$ cat src/rtl/uart_pkg.sv
// Shared UART definitions: controller state encoding and bit-timing derivation.
// UART_RX_PARITY_EN adds the PARITY state for even-parity frames.
package uart_pkg;

    localparam int DATA_BITS = 8;

    typedef enum logic [2:0] {
        IDLE,
        START,
        DATA,
`ifdef UART_RX_PARITY_EN
        PARITY,
`endif
        STOP,
        WAIT_HIGH
    } uart_state_e;

    // Clocks per serial bit; callers must keep CLK_FREQ/BAUD at 4 or more.
    function automatic int clks_per_bit(input int clk_freq, input int baud);
        return clk_freq / baud;
    endfunction

    // Even parity: the parity bit that makes the total count of ones even.
    function automatic logic even_parity(input logic [DATA_BITS-1:0] data);
        return ^data;
    endfunction

endpackage

$ cat src/rtl/uart_sync2.sv
// Two-flop synchroniser for the idle-high serial line; both flops reset to 1
// so that leaving reset never looks like a start-bit edge.
module uart_sync2 (
    input  logic clk,
    input  logic rst_n,
    input  logic d,
    output logic q
);

    logic meta;

    // NOTE: sequential state uses non-blocking assignments so every flop samples pre-edge values.
    always_ff @(posedge clk or negedge rst_n) begin
        if (!rst_n) begin
            meta <= 1'b1;
            q    <= 1'b1;
        end else begin
            meta <= d;
            q    <= meta;
        end
    end

endmodule

$ cat src/rtl/uart_rx.sv
// UART receiver: 8N1 frames (8E1 when UART_RX_PARITY_EN is defined), sampled at
// bit centres, with a sticky framing-error flag and a sticky overrun flag.
module uart_rx
    import uart_pkg::*;
#(
    parameter int CLK_FREQ = 50000000,
    parameter int BAUD     = 115200
) (
    input  logic       clk,
    input  logic       rst_n,
    input  logic       rx,
    input  logic       rdy_clr,
    output logic       rdy,
    output logic [7:0] dout,
    output logic       frame_err,
    output logic       overrun
);

    localparam int CPB   = clks_per_bit(CLK_FREQ, BAUD);
    localparam int HALF  = CPB / 2;
    localparam int CNT_W = $clog2(CPB);
    localparam int BIT_W = $clog2(DATA_BITS + 1);

    localparam logic [CNT_W-1:0] BIT_END  = CNT_W'(CPB - 1);
    localparam logic [CNT_W-1:0] HALF_END = CNT_W'(HALF - 1);
    localparam logic [BIT_W-1:0] LAST_BIT = BIT_W'(DATA_BITS - 1);

    logic                 rxs;
    uart_state_e          state_q, state_d;
    logic [CNT_W-1:0]     clk_cnt_q, clk_cnt_d;
    logic [BIT_W-1:0]     bit_cnt_q, bit_cnt_d;
    logic [DATA_BITS-1:0] shift_q, shift_d;
    logic                 accept_q, accept_d;
    logic                 frame_set;
    logic                 overrun_set;
`ifdef UART_RX_PARITY_EN
    logic                 par_bad_q, par_bad_d;
`endif

    uart_sync2 u_sync (
        .clk   (clk),
        .rst_n (rst_n),
        .d     (rx),
        .q     (rxs)
    );

    always_ff @(posedge clk or negedge rst_n) begin
        if (!rst_n) begin
            state_q   <= IDLE;
            clk_cnt_q <= '0;
            bit_cnt_q <= '0;
            shift_q   <= '0;
            accept_q  <= 1'b0;
`ifdef UART_RX_PARITY_EN
            par_bad_q <= 1'b0;
`endif
        end else begin
            state_q   <= state_d;
            clk_cnt_q <= clk_cnt_d;
            bit_cnt_q <= bit_cnt_d;
            shift_q   <= shift_d;
            accept_q  <= accept_d;
`ifdef UART_RX_PARITY_EN
            par_bad_q <= par_bad_d;
`endif
        end
    end

    // NOTE: every always_comb output gets a default first, so no path can infer a latch.
    always_comb begin
        state_d   = state_q;
        clk_cnt_d = clk_cnt_q + 1'b1;
        bit_cnt_d = bit_cnt_q;
        shift_d   = shift_q;
        accept_d  = 1'b0;
        frame_set = 1'b0;
`ifdef UART_RX_PARITY_EN
        par_bad_d = par_bad_q;
`endif

        case (state_q)
            IDLE: begin
                clk_cnt_d = '0;
                bit_cnt_d = '0;
`ifdef UART_RX_PARITY_EN
                par_bad_d = 1'b0;
`endif
                if (!rxs) state_d = START;
            end

            START: begin
                // A line that is high again at mid start bit was a glitch.
                if (clk_cnt_q == HALF_END) begin
                    clk_cnt_d = '0;
                    state_d   = rxs ? IDLE : DATA;
                end
            end

            DATA: begin
                if (clk_cnt_q == BIT_END) begin
                    clk_cnt_d = '0;
                    shift_d   = {rxs, shift_q[DATA_BITS-1:1]};
                    bit_cnt_d = bit_cnt_q + 1'b1;
                    if (bit_cnt_q == LAST_BIT) begin
`ifdef UART_RX_PARITY_EN
                        state_d = PARITY;
`else
                        state_d = STOP;
`endif
                    end
                end
            end

`ifdef UART_RX_PARITY_EN
            PARITY: begin
                if (clk_cnt_q == BIT_END) begin
                    clk_cnt_d = '0;
                    par_bad_d = (even_parity(shift_q) != rxs);
                    state_d   = STOP;
                end
            end
`endif

            STOP: begin
                if (clk_cnt_q == BIT_END) begin
                    clk_cnt_d = '0;
                    if (rxs) begin
                        state_d = IDLE;
`ifdef UART_RX_PARITY_EN
                        frame_set = par_bad_q;
                        accept_d  = !par_bad_q;
`else
                        accept_d  = 1'b1;
`endif
                    end else begin
                        // Stop bit low: possibly a break, so wait for the line to recover.
                        frame_set = 1'b1;
                        state_d   = WAIT_HIGH;
                    end
                end
            end

            WAIT_HIGH: begin
                clk_cnt_d = '0;
                if (rxs) state_d = IDLE;
            end

            default: begin
                clk_cnt_d = '0;
                state_d   = IDLE;
            end
        endcase
    end

    // A byte arriving while the previous one is unread is dropped, unless the
    // read happens in the very same cycle.
    assign overrun_set = accept_q && rdy && !rdy_clr;

    always_ff @(posedge clk or negedge rst_n) begin
        if (!rst_n) begin
            dout      <= '0;
            rdy       <= 1'b0;
            frame_err <= 1'b0;
            overrun   <= 1'b0;
        end else begin
            if (accept_q && !overrun_set) begin
                dout <= shift_q;
                rdy  <= 1'b1;
            end else if (rdy_clr) begin
                rdy  <= 1'b0;
            end

            if (frame_set)    frame_err <= 1'b1;
            else if (rdy_clr) frame_err <= 1'b0;

            if (overrun_set)  overrun <= 1'b1;
            else if (rdy_clr) overrun <= 1'b0;
        end
    end

endmodule

$ cat config.mk
export PLATFORM = sky130hd
export DESIGN_NAME = uart_rx
export DESIGN_NICKNAME = d
export VERILOG_FILES = /design/src/rtl/uart_pkg.sv /design/src/rtl/uart_sync2.sv /design/src/rtl/uart_rx.sv
export SDC_FILE = /design/constraint.sdc
export NUM_CORES = 1
export LEC_CHECK = 0
export BUFFER_PORTS_ARGS = -buffer_cell sky130_fd_sc_hd__buf_2
export CORE_MARGIN = 2
export CORE_UTILIZATION = 62
export DETAILED_ROUTE_END_ITERATION = 7
export PLACE_DENSITY = 0.93
export SETUP_SLACK_MARGIN = 0.1
export SLEW_MARGIN = 20
export SYNTH_ARGS = -nofsm -noshare
export SYNTH_HDL_FRONTEND = slang
export SYNTH_SLANG_ARGS = --single-unit
$ cat constraint.sdc
create_clock -name clk -period 2.45 [get_ports clk]
set_input_delay 0.49 -clock clk [delete_from_list [all_inputs] [get_ports clk]]
set_output_delay 0.49 -clock clk [all_outputs]
set_load 0.005 [all_outputs]
==> flow_metrics.py, run 1 <==
metrics = {
    "status": {
        "status": "completed",
    },
    "floorplan": {
        "die_h_um": 56.74,
        "pin_count": 15,
        "die-area_um2": 3219,
        "core_um2": 2686,
        "initial_core_util_pct": 64.18,
        "core.rowCount": 19,
        "die_w_um": 56.74,
    },
    "timing": {
        "tightest_slew_ps": 795.7,
        "min_period_over_period_pct": 73.97,
        "setup_ws_ps": 637.6,
        "fin_tns_setup_ps": 0,
        "hold_violations": 0,
        "fmaxAchievable_mhz": 551.8,
        "setup_viol": 0,
        "maxSlewHeadroom_pct": 46.95,
        "fin_skew_ps": 3.739,
        "drv_slew": 0,
        "period_minus_slack_ps": 1812,
        "rsz0062_at_grt": "no",
    },
    "cts": {
        "cts_root_buf": "clkbuf_4",
        "tritoncts": "built",
        "path_clk_slew_ps": 110,
        "clock_sinks": 38,
        "insertion_delay_ps": 350,
        "cts-htree-levels": 2,
        "ctsResizeCount": 0,
        "cts_inserted_buffers": 5,
        "clockBufferDepth": 2,
        "cts_hold_buf": 0,
        "post-cts-setup-buffers": 0,
    },
    "worst_setup_path": {
        "critPathCaptureType": "register",
        "cp_cell_sequence": "inv_1 -> ha_1 -> nor3b_1 -> a311o_1 -> a21o_1 -> nor2_1",
        "setup.worst_path.start_class": "register",
        "critPathBufInv": 1,
        "path_depth": 6,
        "max_stage_delay_ps": 440,
        "cp_data_arrival_time_ps": 2040,
        "critPathKind": "reg -> reg",
        "cpLargestDelayFamily": "compound AO/OA/AOI/OAI gates",
        "cp_slowest_cell": "dfrtp_1",
        "cp.required_ps": 2680,
        "path_max_fanout": 9,
        "reg2reg_depth": 6,
    },
    "layout": {
        "drive_gt1_share_pct": 29.38,
        "synthToLayoutAreaGrowth_pct": 11.76,
        "n_antenna_cell": 0,
        "num-fill-cells": 171,
        "layout.nets": 167,
    },
    "pwr": {
        "power_density_nw_per_um2": 613.3,
        "leakage_uw": 0.0009873,
        "ir_worst_vdd_v": 0.0007054,
    },
    "logic_synthesis": {
        "synth_edf_count": 0,
        "avgSynthCellArea_um2": 12.23,
        "seq_area_frac_synth_pct": 55.30,
        "synth_seq_cells": 38,
        "yosysWarnings": 0,
        "netlist_area_um2": 1724,
        "syn_nets": 149,
        "async_flop_share_pct": 100.0,
        "synth_ff_type": "dfrtp_1",
        "synth_cell_type_count": 36,
        "syn_inst": 141,
    },
    "global_routing": {
        "grt_pass1_vias": 1192,
        "grt.total_usage_pct": 22.84,
        "grt_remaining_overflow": 0,
        "grt_first_pass_wirelength_um": 5478,
        "grt_start_max_net_pins": 39,
        "antenna_found_initial": 0,
    },
    "placement": {
        "pre_cts_ws_ps": 721.3,
        "place.gp.congestion": 0.8296,
        "portBuffers": 14,
        "dp_hpwl_um": 2122,
    },
    "routing": {
        "drc": 0,
        "wl_um": 3077,
        "vias": 1137,
        "drt_iter0_drc": 63,
        "first_pass_iters": 4,
        "ant_nets": 0,
        "drt-vias-per-instance": 5.953,
        "wl_per_cell_um": 16.11,
    },
    "hold_path": {
        "min_path_type": "in -> async",
    },
    "flow_run": {
        "cap_viol_max_count": 0,
    },
}
==> path summary, 6_finish.rpt <==
check	startpoint	endpoint	slack, ps
max	clk_cnt_q[0]	clk_cnt_q[4]	640
min	rst_n	bit_cnt_q[2]	210
max reg2reg	clk_cnt_q[0]	clk_cnt_q[4]	640
min reg2reg	u_sync.meta	u_sync.q	370
max in group asynchronous	rst_n	bit_cnt_q[0]	1740
min in group clk	rx	u_sync.meta	220
==> routing by layer <==
metal  share of wire, %  track usage, %  vias to the layer above
met5                  0               0                        -
met4                3.0           12.62                        0
met3                6.5           5.760                       10
met2                 51           35.71                       38
met1                 40           29.06                      564
li1                   -               -                      525
==> placed cells by master, fill, tap and decap left out, types with 2 or more instances in the layout <==
cell type,instances
buf_2,14
nor2_1,16
dfrtp_1,36
clkbuf_4,5
o211ai_1,2
nor2b_1,2
nand2b_1,2
nand3_1,7
a21oi_1,4
ha_1,4
and3_1,2
nor3_1,3
nand4b_4,2
xor2_1,3
bufinv_16,2
xnor2_1,4
inv_1,6
dfstp_2,2
mux2_4,2
nand2_1,8
mux2_2,16
a22o_1,2
==> report_power, final <==
group	switching, uW	total, uW	internal, uW
Sequential	1.43	631	630
Combinational	12.4	14.7	2.28
Clock	216	535	319
==> final cells by class <==
class                           count  area [um2]  area share, %
Sequential cell                    38       953.4          49.48
Inverter                            6       22.52          1.169
Clock buffer                        5       37.54          1.948
Tap cell                           31       38.79          2.013
Timing Repair Buffer               14       70.07          3.636
Clock inverter                      3       68.82          3.571
Multi-Input combinational cell     94       735.7          38.18
==> cells by family after synthesis <==
family / Yosys count / synth area share, %
AND/OR/NAND/NOR: 49 / 17.56
multiplexers: 18 / 12.19
buffers and inverters: 9 / 2.032
adder cells (fa/ha/maj): 4 / 2.903
AO/OA/AOI/OAI: 16 / 6.459
XOR/XNOR: 7 / 3.556
flip-flops: 38 / 55.30
==> registers in the layout (all words and copies together) (netlist names), 3 cells and up <==
register and count:
clk_cnt_q 9, dout 8, shift_q 8, bit_cnt_q 4
state_q 3
==> metrics by stage <==
step / cells / cell area, um2 / utilization (%) / hold slack (ps) / power (uW)
floorplan: 141 / 1724 / - / 194.4 / 644.2
global placement: 183 / 1821 / 67.77 / 346.4 / 658.6
detailed placement: 183 / 1821 / 67.77 / 349.0 / 659.1
CTS: 191 / 1927 / 71.73 / 218.9 / 1189
global route: 191 / 1927 / 71.73 / 207.3 / 1220
finish: 191 / 1927 / 71.73 / 213.9 / 1182
==> Yosys cell counts (3+ instances only) <==
library cell | instances | area [um2]
a21oi_1 | 4 | 20.02
dfrtp_1 | 36 | 900.9
ha_1 | 4 | 50.05
inv_1 | 6 | 22.52
mux2_2 | 16 | 180.2
nand2_1 | 8 | 30.03
nand3_1 | 7 | 35.03
nor2_1 | 16 | 60.06
nor3_1 | 3 | 15.01
xnor2_1 | 4 | 35.03
xor2_1 | 3 | 26.28
(Power assumes the default switching activity.)
==> run 2, diff against run 1 <==
--- a/config.mk
+++ b/config.mk
@@ -5,11 +5,12 @@
 export SDC_FILE = /design/constraint.sdc
 export NUM_CORES = 1
 export LEC_CHECK = 0
+export ABC_AREA = 1
 export BUFFER_PORTS_ARGS = -buffer_cell sky130_fd_sc_hd__buf_2
 export CORE_MARGIN = 2
-export CORE_UTILIZATION = 62
+export CORE_UTILIZATION = 58
 export DETAILED_ROUTE_END_ITERATION = 7
-export PLACE_DENSITY = 0.93
+export PLACE_DENSITY = 0.89
 export SETUP_SLACK_MARGIN = 0.1
 export SLEW_MARGIN = 20
 export SYNTH_ARGS = -nofsm -noshare
==> constraint.sdc (replaced) <==
create_clock -name clk -period 1.85 [get_ports clk]
set_input_delay 0.37 -clock clk [delete_from_list [all_inputs] [get_ports clk]]
set_output_delay 0.37 -clock clk [all_outputs]
set_load 0.005 [all_outputs]
==> flow_metrics.py, run 2 <==
metrics = {
    "layout": {
        "drive_gt1_share_pct": 18.34,
        "largest_reg_flops": 9,
        "synthToLayoutAreaGrowth_pct": 10.32,
        "reg.largest.list": "clk_cnt_q: 9 flops, dout: 8 flops, shift_q: 8 flops",
        "layout_common_cells": "nand2_1, dfrtp_1, inv_1",
        "top_register": "clk_cnt_q",
        "n_antenna_cell": 0,
        "layout.nets": 236,
        "final_common_cell": "nand2_1",
    },
    "worst_setup_path": {
        "critPathBufInv": 2,
        "ff2ff_setup_slack_ps": 330,
        "cpLargestDelayFamily": "simple AND/OR/NAND/NOR gates",
        "critPathKind": "reg -> reg",
        "reg2reg_depth": 10,
        "setup.worst_path.start_class": "register",
        "cp.required_ps": 2140,
        "max_stage_delay_ps": 420,
        "cp_slowest_cell": "dfrtp_1",
        "path_max_fanout": 18,
        "cp_data_arrival_time_ps": 1800,
        "path_depth": 10,
        "critPathCaptureType": "register",
        "cp_cell_sequence": "inv_1 -> ha_1 -> nand2_1 -> nor2_2 -> nand2_4 -> nor2_8 -> inv_4 -> nand2_2 -> nand2_1 -> nand2_1",
        "crit_path_frequent_cell": "nand2_1",
    },
    "routing": {
        "drt-vias-per-instance": 4.950,
        "vias": 1297,
        "drt_iter0_drc": 63,
        "ant_nets": 0,
        "drc": 0,
        "wl_um": 2937,
        "wl_per_cell_um": 11.21,
        "first_pass_iters": 4,
    },
    "flow_run": {
        "cap_viol_max_count": 0,
    },
    "hold_path": {
        "min_path_type": "in -> async",
    },
    "placement": {
        "place.gp.congestion": 0.7917,
        "portBuffers": 14,
        "dp_hpwl_um": 2071,
    },
    "logic_synthesis": {
        "syn_nets": 216,
        "avgSynthCellArea_um2": 8.572,
        "netlist_area_um2": 1783,
        "seq_area_frac_synth_pct": 53.47,
        "synth-xor-area-share_pct": 2.456,
        "yosysWarnings": 0,
        "synth-compound-area-share_pct": 6.807,
        "synth_mux_area_share_pct": 0,
        "yosys-top-cells-count": "nand2_1, dfrtp_1, inv_1",
        "synth-adder-area-share_pct": 2.807,
        "syn_inst": 208,
        "post-synth-top-count-cell": "nand2_1",
        "synth-simple-area-share_pct": 26.25,
        "synth_seq_cells": 38,
        "synth_cell_type_count": 23,
        "synth_top_family_by_area": "simple AND/OR/NAND/NOR gates",
        "synth_ff_type": "dfrtp_1",
        "synth_largest_type_area_fraction_pct": 50.53,
        "synth_largest_area_cell": "dfrtp_1",
        "synth_edf_count": 0,
        "synth_area_leaders": "dfrtp_1, nand2_1, o21ai_0",
        "async_flop_share_pct": 100.0,
    },
    "pwr": {
        "leakage_uw": 0.001069,
        "power_density_nw_per_um2": 736.4,
        "ir_worst_vdd_v": 0.0005637,
    },
    "timing": {
        "rsz0062_at_grt": "no",
        "fin_tns_setup_ps": 0,
        "tightest_slew_ps": 465.5,
        "drv_slew": 0,
        "maxSlewHeadroom_pct": 68.89,
        "hold_violations": 0,
        "setup_viol": 0,
        "period_minus_slack_ps": 1517,
        "fmaxAchievable_mhz": 659.0,
        "whs_ps": 35.54,
        "min_period_over_period_pct": 82.02,
        "fin_skew_ps": 18.75,
    },
    "global_routing": {
        "antenna_found_initial": 0,
        "grt_util_met2_pct": 30.30,
        "grt_pass1_vias": 1146,
        "grt_first_pass_wirelength_um": 4878,
        "grt_util_met3_pct": 6.550,
        "met1_usage_pct": 24.28,
        "busiest_layer": "met2",
        "grt_start_max_net_pins": 39,
        "grt_remaining_overflow": 0,
        "grt.total_usage_pct": 19.24,
    },
    "floorplan": {
        "initial_core_util_pct": 59.87,
        "core_um2": 2978,
        "die-area_um2": 3534,
        "die_h_um": 59.45,
        "core.rowCount": 20,
        "die_w_um": 59.45,
        "pin_count": 15,
    },
    "cts": {
        "ctsResizeCount": 0,
        "insertion_delay_ps": 350,
        "post-cts-setup-buffers": 0,
        "clock_sinks": 38,
        "clockBufferDepth": 2,
        "cts-htree-levels": 2,
        "cts_inserted_buffers": 5,
        "tritoncts": "built",
        "path_clk_slew_ps": 120,
        "cts_hold_buf": 0,
        "cts_root_buf": "clkbuf_4",
    },
    "status": {
        "status": "completed",
    },
}
-- run 2: per-stage QoR --
step	instances	utilization [%]	worst slack [ps]	instance area [um2]	total power, uW
after global placement	254	63.19	442.7	1882	875.3
after CTS	262	66.05	311.8	1967	1460
final	262	66.05	332.6	1967	1448
after floorplan	208	-	525.0	1783	854.6
after detailed placement	254	63.19	370.3	1882	875.4
after global routing	262	66.05	215.8	1967	1500
-- run 2: where the power goes --
group	internal [uW]	leakage (uW)	switching (uW)
clock	323	0.0000455	268
combinational	4.52	0.000514	17.2
sequential	834	0.000509	2.05
total	1160	0.00107	287
-- run 2: path summary, 6_finish.rpt --
check	start	to
worst max-delay path	clk_cnt_q[1]	bit_cnt_q[2]
worst min-delay path	rst_n	shift_q[7]
worst max register to register	clk_cnt_q[1]	bit_cnt_q[2]
worst min register to register	u_sync.meta	u_sync.q
max in group asynchronous	rst_n	u_sync.q
min in group clk	rx	u_sync.meta
-- run 2: per-layer routing --
metal	part of all wire, %	up-vias	wire, um
met5	0	-	0
met4	1.9	0	57
met3	3.1	6	90
met2	48	18	1416
met1	47	593	1372
li1	-	680	-
-- run 2: cell type report --
| cell class | instances | area [um2] |
|---|---|---|
| multi-input combinational | 135 | 683.2 |
| fill | 242 | 1011 |
| clock buffer | 7 | 55.05 |
| timing repair buffer | 15 | 77.57 |
| clock inverter | 1 | 30.03 |
| inverter | 33 | 126.4 |
| sequential | 38 | 953.4 |
| tap | 33 | 41.29 |
-- run 2: kinds of logic after synthesis --
family,after synthesis
AOI/OAI and AO/OA,23
xor gates and xnor gates,5
adders and majority gates,4
buffers and inverters,35
DFF,38
and+or+nand+nor,103
==> run 3, diff against run 2 <==
--- a/config.mk
+++ b/config.mk
@@ -8,9 +8,9 @@
 export ABC_AREA = 1
 export BUFFER_PORTS_ARGS = -buffer_cell sky130_fd_sc_hd__buf_2
 export CORE_MARGIN = 2
-export CORE_UTILIZATION = 58
+export CORE_UTILIZATION = 52
 export DETAILED_ROUTE_END_ITERATION = 7
-export PLACE_DENSITY = 0.89
+export PLACE_DENSITY = 0.85
 export SETUP_SLACK_MARGIN = 0.1
 export SLEW_MARGIN = 20
 export SYNTH_ARGS = -nofsm -noshare
==> constraint.sdc (replaced) <==
create_clock -name clk -period 1.2 [get_ports clk]
set_input_delay 0.24 -clock clk [delete_from_list [all_inputs] [get_ports clk]]
set_output_delay 0.24 -clock clk [all_outputs]
set_load 0.005 [all_outputs]
==> flow_metrics.py, run 3 (synthesized netlist as in run 2, its figures left out) <==
metrics = {
    "worst_setup_path": {
        "critPathKind": "reg -> reg",
        "critPathBufInv": 3,
        "max_stage_delay_ps": 380,
        "setup.worst_path.start_class": "register",
        "path_max_fanout": 4,
        "cpLargestDelayFamily": "simple AND/OR/NAND/NOR gates",
        "cp_slowest_cell": "dfrtp_1",
        "cp_cell_sequence": "inv_2 -> buf_6 -> ha_4 -> nand2_2 -> nor2_1 -> nand2_1 -> nand2_2 -> nand2_4 -> clkinvlp_4 -> nor3_2",
        "cp_data_arrival_time_ps": 1760,
        "critPathCaptureType": "register",
        "cp.required_ps": 1490,
        "crit_path_frequent_cell": "nand2_2",
    },
    "hold_path": {
        "min_path_type": "in -> reg",
    },
    "floorplan": {
        "initial_core_util_pct": 53.85,
        "die-area_um2": 3913,
        "die_h_um": 62.56,
        "core.rowCount": 21,
        "core_um2": 3311,
        "die_w_um": 62.56,
        "pin_count": 15,
    },
    "timing": {
        "fin_skew_ps": 17.72,
        "maxSlewHeadroom_pct": 82.25,
        "whs_ps": 127.0,
        "drv_slew": 0,
        "hold_violations": 0,
        "min_period_over_period_pct": 122.7,
        "rsz0062_at_grt": "yes",
        "fmaxAchievable_mhz": 679.0,
        "tightest_slew_ps": 266.2,
        "setup_ws_ps": -272.7,
        "period_minus_slack_ps": 1473,
        "setup_viol": 26,
    },
    "cts": {
        "cts-htree-levels": 2,
        "tritoncts": "built",
        "cts_inserted_buffers": 5,
        "insertion_delay_ps": 360,
        "clockBufferDepth": 2,
        "clock_sinks": 38,
        "path_clk_slew_ps": 130,
        "cts_root_buf": "clkbuf_4",
    },
    "layout": {
        "top_register": "clk_cnt_q",
        "multiInputGateArea_um2": 792.0,
        "n_antenna_cell": 0,
        "final_common_cell": "nand2_1",
        "synthToLayoutAreaGrowth_pct": 37.26,
        "utilization_pct": 73.92,
        "final_area_um2": 2447,
        "layout_common_cells": "nand2_1, dfrtp_1, buf_4",
        "drive_gt1_share_pct": 38.26,
        "seqCellArea_um2": 954.7,
        "largest_reg_flops": 9,
        "layout.nets": 271,
        "num-fill-cells": 235,
        "reg.largest.list": "clk_cnt_q: 9 flops, dout: 8 flops, shift_q: 8 flops",
    },
    "routing": {
        "wl_per_cell_um": 12.83,
        "wl_um": 3978,
        "wirelength_met1_um": 1582,
        "first_pass_iters": 4,
        "drt_iter0_drc": 91,
        "vias": 1524,
        "drt-vias-per-instance": 4.916,
        "wl_met3_um": 149,
        "ant_nets": 0,
        "met2WireLength_um": 2127,
        "drc": 0,
        "top_layer": "met4",
    },
    "flow_run": {
        "cap_viol_max_count": 0,
    },
    "global_routing": {
        "antenna_found_initial": 0,
        "grt_first_pass_wirelength_um": 5906,
        "grt_remaining_overflow": 0,
        "grt_pass1_vias": 1332,
        "grt.total_usage_pct": 19.67,
        "grt_start_max_net_pins": 23,
    },
    "placement": {
        "dpl_cell_area_um2": 2063,
        "portBuffers": 14,
        "dp_hpwl_um": 2406,
        "place.gp.congestion": 0.8208,
    },
    "status": {
        "status": "finished, violations left",
        "violations": "negative setup slack",
    },
    "pwr": {
        "fin_total_pwr_uw": 2462,
        "ir_worst_vdd_v": 0.0007878,
        "power_density_nw_per_um2": 1006,
        "leakage_uw": 0.001287,
    },
}
run 3: worst min-delay path: stages:
cell and delay, ps:
buf_2 70, inv_1 50, nand2_1 50, nand2_1 50
run 3: layout make-up:
class	instances	share of cell area, %
inverters	33	5.266
clock inverters	3	2.812
repair inverters	1	0.3067
repair buffers	49	16.36
multi-input cells	135	32.36
well taps	46	2.352
flip-flops and latches	38	39.01
clock buffers	5	1.534
run 3: stage by stage:
step	setup WS (ps)	instances	TNS, ps
2_1_floorplan	-122.5	208	-2013
3_3_place_gp	-144.7	284	-2426
3_5_place_dp	-203.0	284	-3920
4_1_cts	-186.1	299	-3113
5_1_grt	-355.7	310	-6766
6_report	-272.7	310	-5093
run 3: layer usage:
| metal | GRT usage, % | vias up |
|---|---|---|
| met3 | 5.946 | 12 |
| met5 | 0 | - |
| met2 | 34.95 | 34 |
| li1 | - | 754 |
| met4 | 7.778 | 0 |
| met1 | 22.01 | 724 |
run 3: worst paths after layout:
check,start,to,slack [ps],depth (start not counted)
worst max-delay path,clk_cnt_q[1],clk_cnt_q[2],-270,10
worst min-delay path,rdy_clr,frame_err,130,4
worst max register to register,clk_cnt_q[1],clk_cnt_q[2],-270,10
worst min register to register,u_sync.meta,u_sync.q,370,0
max in group asynchronous,rst_n,u_sync.meta,430,3
min in group asynchronous,rst_n,bit_cnt_q[0],270,2
run 3: report_power, final:
| part | leakage, uW | switching [uW] | total, uW | internal, uW |
|---|---|---|---|---|
| Clock | 0.0000554 | 469 | 1120 | 652 |
| Sequential | 0.000508 | 1.96 | 1290 | 1290 |
| Combinational | 0.000724 | 32.9 | 52.7 | 19.8 |
run 3: timing repair:
item,in CTS,in global routing
gates cloned,1,1
setup endpoints to repair,37,39
hold buffers,2,0
pin swaps,1,12
hold endpoints to repair,26,0
setup buffers,4,10
gates resized for setup,12,33
